$ cat src/rtl/muldiv_pkg.sv
// Shared definitions for the iterative MIPS multiply/divide unit:
// operation encodings, FSM states and small decode helpers.
package muldiv_pkg;

  typedef enum logic [1:0] {
    OP_MULT  = 2'b00,
    OP_MULTU = 2'b01,
    OP_DIV   = 2'b10,
    OP_DIVU  = 2'b11
  } op_e;

  typedef enum logic [1:0] {
    ST_IDLE,
    ST_CALC,
    ST_FIX
  } state_e;

  // Iteration counter must be able to hold WIDTH.
  function automatic int cnt_width(input int width);
    return $clog2(width + 1);
  endfunction

  function automatic logic is_signed_op(input op_e op);
    return ~op[0];
  endfunction

  function automatic logic is_div_op(input op_e op);
    return op[1];
  endfunction

endpackage

$ cat src/rtl/cond_negate.sv
// Combinational conditional two's-complement negation: y = neg ? -x : x.
module cond_negate #(
  parameter int WIDTH = 32
) (
  input  logic             neg,
  input  logic [WIDTH-1:0] x,
  output logic [WIDTH-1:0] y
);

  assign y = neg ? (~x + WIDTH'(1)) : x;

endmodule

$ cat src/rtl/muldiv_unit.sv
// Iterative radix-2 multiply/divide unit owning the MIPS HI/LO registers.
// One shift-add or restoring shift-subtract step per cycle, then a sign-fix cycle.
module muldiv_unit
  import muldiv_pkg::*;
#(
  parameter int WIDTH = 32
) (
  input  logic             clk,
  input  logic             reset,
  input  logic             start,
  input  logic [1:0]       op,
  input  logic [WIDTH-1:0] a,
  input  logic [WIDTH-1:0] b,
  input  logic             hi_we,
  input  logic             lo_we,
  input  logic [WIDTH-1:0] wdata,
  output logic             busy,
  output logic             done,
  output logic [WIDTH-1:0] hi,
  output logic [WIDTH-1:0] lo
);

  localparam int CNT_W = cnt_width(WIDTH);

  state_e                 state, state_next;
  op_e                    op_q;
  logic                   sa, sb, b_zero;
  logic [WIDTH-1:0]       mag_b;
  logic [2*WIDTH-1:0]     acc;
  logic [CNT_W-1:0]       cnt;

  op_e                    op_in;
  logic                   sa_in, sb_in, accept;
  logic [WIDTH-1:0]       mag_a_in, mag_b_in;

  logic [WIDTH:0]         mul_sum, div_cand, div_diff;
  logic [2*WIDTH-1:0]     acc_step;
  logic [2*WIDTH-1:0]     prod_fixed;
  logic [WIDTH-1:0]       quo_fixed, rem_fixed;

  assign op_in  = op_e'(op);
  assign sa_in  = is_signed_op(op_in) & a[WIDTH-1];
  assign sb_in  = is_signed_op(op_in) & b[WIDTH-1];
  assign accept = (state == ST_IDLE) && start;
  assign busy   = (state != ST_IDLE);

  cond_negate #(.WIDTH(WIDTH)) u_neg_a (.neg(sa_in), .x(a), .y(mag_a_in));
  cond_negate #(.WIDTH(WIDTH)) u_neg_b (.neg(sb_in), .x(b), .y(mag_b_in));

  // NOTE: sequential state uses non-blocking (<=) so every flop samples pre-edge values.
  always_ff @(posedge clk) begin
    if (reset) state <= ST_IDLE;
    else       state <= state_next;
  end

  // NOTE: defaults assigned first so no path through the always_comb infers a latch.
  always_comb begin
    state_next = state;
    unique case (state)
      ST_IDLE: if (start) state_next = ST_CALC;
      ST_CALC: if (cnt == CNT_W'(WIDTH - 1)) state_next = ST_FIX;
      ST_FIX:  state_next = ST_IDLE;
      default: state_next = ST_IDLE;
    endcase
  end

  // acc holds {partial product, multiplier} or {remainder, dividend/quotient}.
  // A zero divisor always passes the compare, yielding an all-ones quotient and rem = |a|.
  always_comb begin
    mul_sum  = {1'b0, acc[2*WIDTH-1:WIDTH]} + (acc[0] ? {1'b0, mag_b} : '0);
    div_cand = {acc[2*WIDTH-1:WIDTH], acc[WIDTH-1]};
    div_diff = div_cand - {1'b0, mag_b};
    acc_step = {mul_sum, acc[WIDTH-1:1]};
    if (is_div_op(op_q)) begin
      if (div_cand >= {1'b0, mag_b}) acc_step = {div_diff[WIDTH-1:0], acc[WIDTH-2:0], 1'b1};
      else                           acc_step = {div_cand[WIDTH-1:0], acc[WIDTH-2:0], 1'b0};
    end
  end

  // NOTE: pure datapath registers carry no reset; they are always loaded on accept before use.
  always_ff @(posedge clk) begin
    if (accept) begin
      op_q   <= op_in;
      sa     <= sa_in;
      sb     <= sb_in;
      b_zero <= (b == '0);
      mag_b  <= mag_b_in;
      acc    <= {{WIDTH{1'b0}}, mag_a_in};
      cnt    <= '0;
    end else if (state == ST_CALC) begin
      acc <= acc_step;
      cnt <= cnt + CNT_W'(1);
    end
  end

  // Negating |rem| by sa restores the original dividend for divide-by-zero.
  cond_negate #(.WIDTH(2*WIDTH)) u_neg_prod (.neg(sa ^ sb), .x(acc), .y(prod_fixed));
  cond_negate #(.WIDTH(WIDTH)) u_neg_quo (
    .neg((sa ^ sb) & ~b_zero), .x(acc[WIDTH-1:0]), .y(quo_fixed)
  );
  cond_negate #(.WIDTH(WIDTH)) u_neg_rem (.neg(sa), .x(acc[2*WIDTH-1:WIDTH]), .y(rem_fixed));

  always_ff @(posedge clk) begin
    if (reset) begin
      hi   <= '0;
      lo   <= '0;
      done <= 1'b0;
    end else begin
      done <= (state == ST_FIX);
      if (state == ST_FIX) begin
        if (is_div_op(op_q)) begin
          hi <= rem_fixed;
          lo <= quo_fixed;
        end else begin
          hi <= prod_fixed[2*WIDTH-1:WIDTH];
          lo <= prod_fixed[WIDTH-1:0];
        end
      end else if (state == ST_IDLE) begin
        if (hi_we) hi <= wdata;
        if (lo_we) lo <= wdata;
      end
    end
  end

endmodule
$ cat config.mk
export PLATFORM = sky130hd
export DESIGN_NAME = muldiv_unit
export DESIGN_NICKNAME = d
export VERILOG_FILES = /design/src/rtl/muldiv_pkg.sv /design/src/rtl/cond_negate.sv /design/src/rtl/muldiv_unit.sv
export SDC_FILE = /design/constraint.sdc
export NUM_CORES = 1
export LEC_CHECK = 0
export CAP_MARGIN = 25
export CORE_MARGIN = 1.5
export CORE_UTILIZATION = 62
export DETAILED_ROUTE_END_ITERATION = 7
export GPL_ROUTABILITY_DRIVEN = 0
export PLACE_DENSITY = 0.86
export SLEW_MARGIN = 30
export SYNTH_ARGS = -nofsm -noshare
export SYNTH_HDL_FRONTEND = slang
export SYNTH_SLANG_ARGS = --single-unit
$ cat constraint.sdc
create_clock -name clk -period 9.31 [get_ports clk]
set_input_delay 1.862 -clock clk [delete_from_list [all_inputs] [get_ports clk]]
set_output_delay 1.862 -clock clk [all_outputs]
set_load 0.005 [all_outputs]
==> metrics.md <==
| Metric | Value |
|---|---|
| Slew HR | `31.2%` |
| Final TNS setup | `0 ns` |
| H-tree levels | `4` |
| Largest net degree at the start of global routing | `109` |
| Clock power share | `22.9%` |
| Critical Path Fanout Max | `108` |
| Synth cell types | `82` |
| Final net count | `2092` |
| CP Class | `input pin to flip-flop` |
| PwrDens | `191 nW/um^2` |
| Switch Pwr | `0.00136 W` |
| Initial DRC count | `2066` |
| Vias | `15400` |
| Die W | `154 um` |
| Total of fill cells in the finished design | `1701` |
| Syn Inst Count | `1814` |
| Initial antenna violation count | `1` |
| Hold/Removal Path Class | `flip-flop to flip-flop` |
| Final setup fails | `0` |
| Crit path launch type | `input pin` |
| Sequential Power Share | `33.8%` |
| Tmin final | `4.99 ns` |
| Max-cap violations | `0` |
| Synthesis Warnings | `0` |
| Share of Yosys cell area claimed by the top area cell type | `14.9%` |
| Worst setup EP type | `flip-flop` |
| Synth area leaders | `dfxtp_1 15%, edfxtp_1 14%, a21oi_1 6.1%, ha_1 6.1%, xnor2_1 5.8%` |
| Internal power | `0.00179 W` |
| Fin crit share | `53.6%` |
| Total area of sequential cells | `4140 sq um` |
| Die H | `154 um` |
| Post-synth EDFFs | `68` |
| Row count | `55` |
| CTS Root Buffer Type | `clkbuf_16` |
| CTS max path bufs | `2` |
| Top FF cell, synth | `dfxtp_1` |
| Worst-case vdd ir drop | `0.000122 V` |
| Post-CTS setup buffers | `0` |
| Top Ports | `169` |
| Failing checks | `design-rule violations` |
| Cell Area, Synth | `14100 sq um` |
| Clock Skew | `0.0128 ns` |
| Post-DRT Antenna Nets | `0` |
| CTS Hold Bufs | `0` |
| Leak | `6.50 nW` |
| Switch share | `43.2%` |
| Ys async rst share | `0%` |
| Area of the multi-input gates | `9360 sq um` |
| Drt pass-1 iters | `8` |
| CTS tree | `built` |
| Layout cells sized above 1 | `4.19%` |
| CP arrival | `5.34 ns` |
| Synthesized area per cell | `7.79 sq um` |
| First-pass GRT wire length | `73.5 mm` |
| Cts bufs inserted | `17` |
| Starting density of the core | `62.8%` |
| Total routed wirelength | `47.6 mm` |
| Buffers on Ports | `168` |
| WP data required | `9.66 ns` |
| Placeable core region | `22500 sq um` |
| Yosys reg bits | `173` |
| GRT Residual Overflow | `0` |
| Post-synthesis sequential area ratio | `29.3%` |
| Via density | `6.94` |
| Total power | `0.00315 W` |
| DRC violations left | `28` |
| Clk sinks | `173` |
| Synth area leader | `dfxtp_1` |
| Final Max Tran Viols | `0` |
| Comb power frac | `43.3%` |
| Layout area overhead | `16.9%` |
| Vias in the first global route | `13800` |
| Status | `complete, but fails checks` |
| Clk Latency, worst-skew pair | `0.46 ns` |
| Avg WL per Cell | `21.5 um` |
| Post_cts resized | `0` |
| Unrepaired setup endpoints after global routing | `false` |
| DIE AREA | `23700 sq um` |
| Hpwl dp | `35.2 mm` |
| Syn nets | `1988` |
| Clock slew at reported path FFs | `0.08 ns` |
| Tightest Pin Transition | `1.03 ns` |
| Final hold vios | `0` |
| Gr usage total | `39.2%` |
| Peak Freq | `200 MHz` |
## per-stage QoR
step	hold slack, ns	util (%)	instance area, sq um	std cells	worst slack (ns)
2_1_floorplan	0.443	-	14100	1814	4.97
3_3_place_gp	0.435	70.8	15900	2184	3.73
3_5_place_dp	0.451	70.8	15900	2184	3.63
4_1_cts	0.468	73.4	16500	2216	4.08
5_1_grt	0.486	73.4	16500	2217	4.12
6_report	0.465	73.4	16500	2217	4.32
## worst paths after layout
check | from | endpoint | slack, ns | cells past startpoint
setup reg to reg | acc[0] | acc[63] | 5.15 | 12
hold / removal | hi[10] | hi[10] | 0.46 | 2
hold reg to reg | hi[10] | hi[10] | 0.46 | 2
setup / recovery | start | acc[56] | 4.32 | 11
## placed cells by master (no fill, tap or decap), drive strengths merged, types with 15 or more instances in the layout
cell	n
inv	83
xnor2	94
o21ai	159
a31oi	19
o31ai	29
and3	16
clkbuf	18
nand4	15
nand3	44
a21o	34
nor2	205
a21oi	173
mux2i	27
xor2	68
a211oi	50
nor4	19
edfxtp	68
nand2	147
o41ai	17
nor3	49
ha	69
clkdlybuf4s50	167
o22ai	15
dfxtp	105
or3	21
o211ai	19
buf	17
## critical path: stages
cell and delay (ns):
clkdlybuf4s50_1 0.50, nand2_1 0.48, clkinv_2 0.15, buf_6 0.58, nor2_1 0.45, inv_1 0.29, buf_4 0.44, nor2_1 0.08
a41oi_1 0.16, o21ai_0 0.11, a31o_2 0.22
## cells by family after synthesis
group / after synthesis / share of synthesized area (%)
compound gates: 618 / 28.0
buf+inv: 175 / 4.76
xor+xnor: 162 / 10.0
mux: 28 / 1.99
flops: 173 / 29.3
fa+ha+maj: 71 / 6.39
simple gates: 587 / 19.5
## registers in the layout (all words and copies together), names as in the netlist
name    flops
acc        64
hi         32
lo         32
mag_b      32
cnt         6
state       2
b_zero      1
done        1
op_q        1
sa          1
sb          1
## Yosys cell counts (all sizes together), types with 29 or more instances
master	count
inv	76
nand2	147
o21ai	159
nor3	49
ha	69
xor2	68
xnor2	94
nand3	44
a21oi	173
dfxtp	105
clkbuf	84
a21o	34
a211oi	50
o31ai	29
edfxtp	68
nor2	205
## power by group through the flow
stage,Combinational (W),Sequential (W),Clock [W]
6_report,0.00136,0.00106,0.000721
5_1_grt,0.00146,0.00106,0.000750
4_1_cts,0.00131,0.00105,0.000712
3_5_place_dp,0.00129,0.00106,0
3_3_place_gp,0.00126,0.00106,0
2_1_floorplan,0.000930,0.000990,0
## routing by layer
metal  global-route usage (%)  up-vias  part of all wire [%]
li1                         -     6898                     -
met1                     51.7     6996                    38
met2                     59.1     1231                    42
met3                     10.2      256                    14
met4                     20.8        0                   5.7
met5                        0        -                     0
## final cells by class
cell class | count | area share (%)
Timing Repair Buffer | 184 | 10.9
Clock buffer | 18 | 2.60
Clock inverter | 14 | 0.878
Tap cell | 285 | 2.16
Multi-Input combinational cell | 1466 | 56.6
Antenna cell | 1 | 0.0151
Inverter | 76 | 1.73
Sequential cell | 173 | 25.1
No activity file was read; power rests on OpenSTA's default activity.
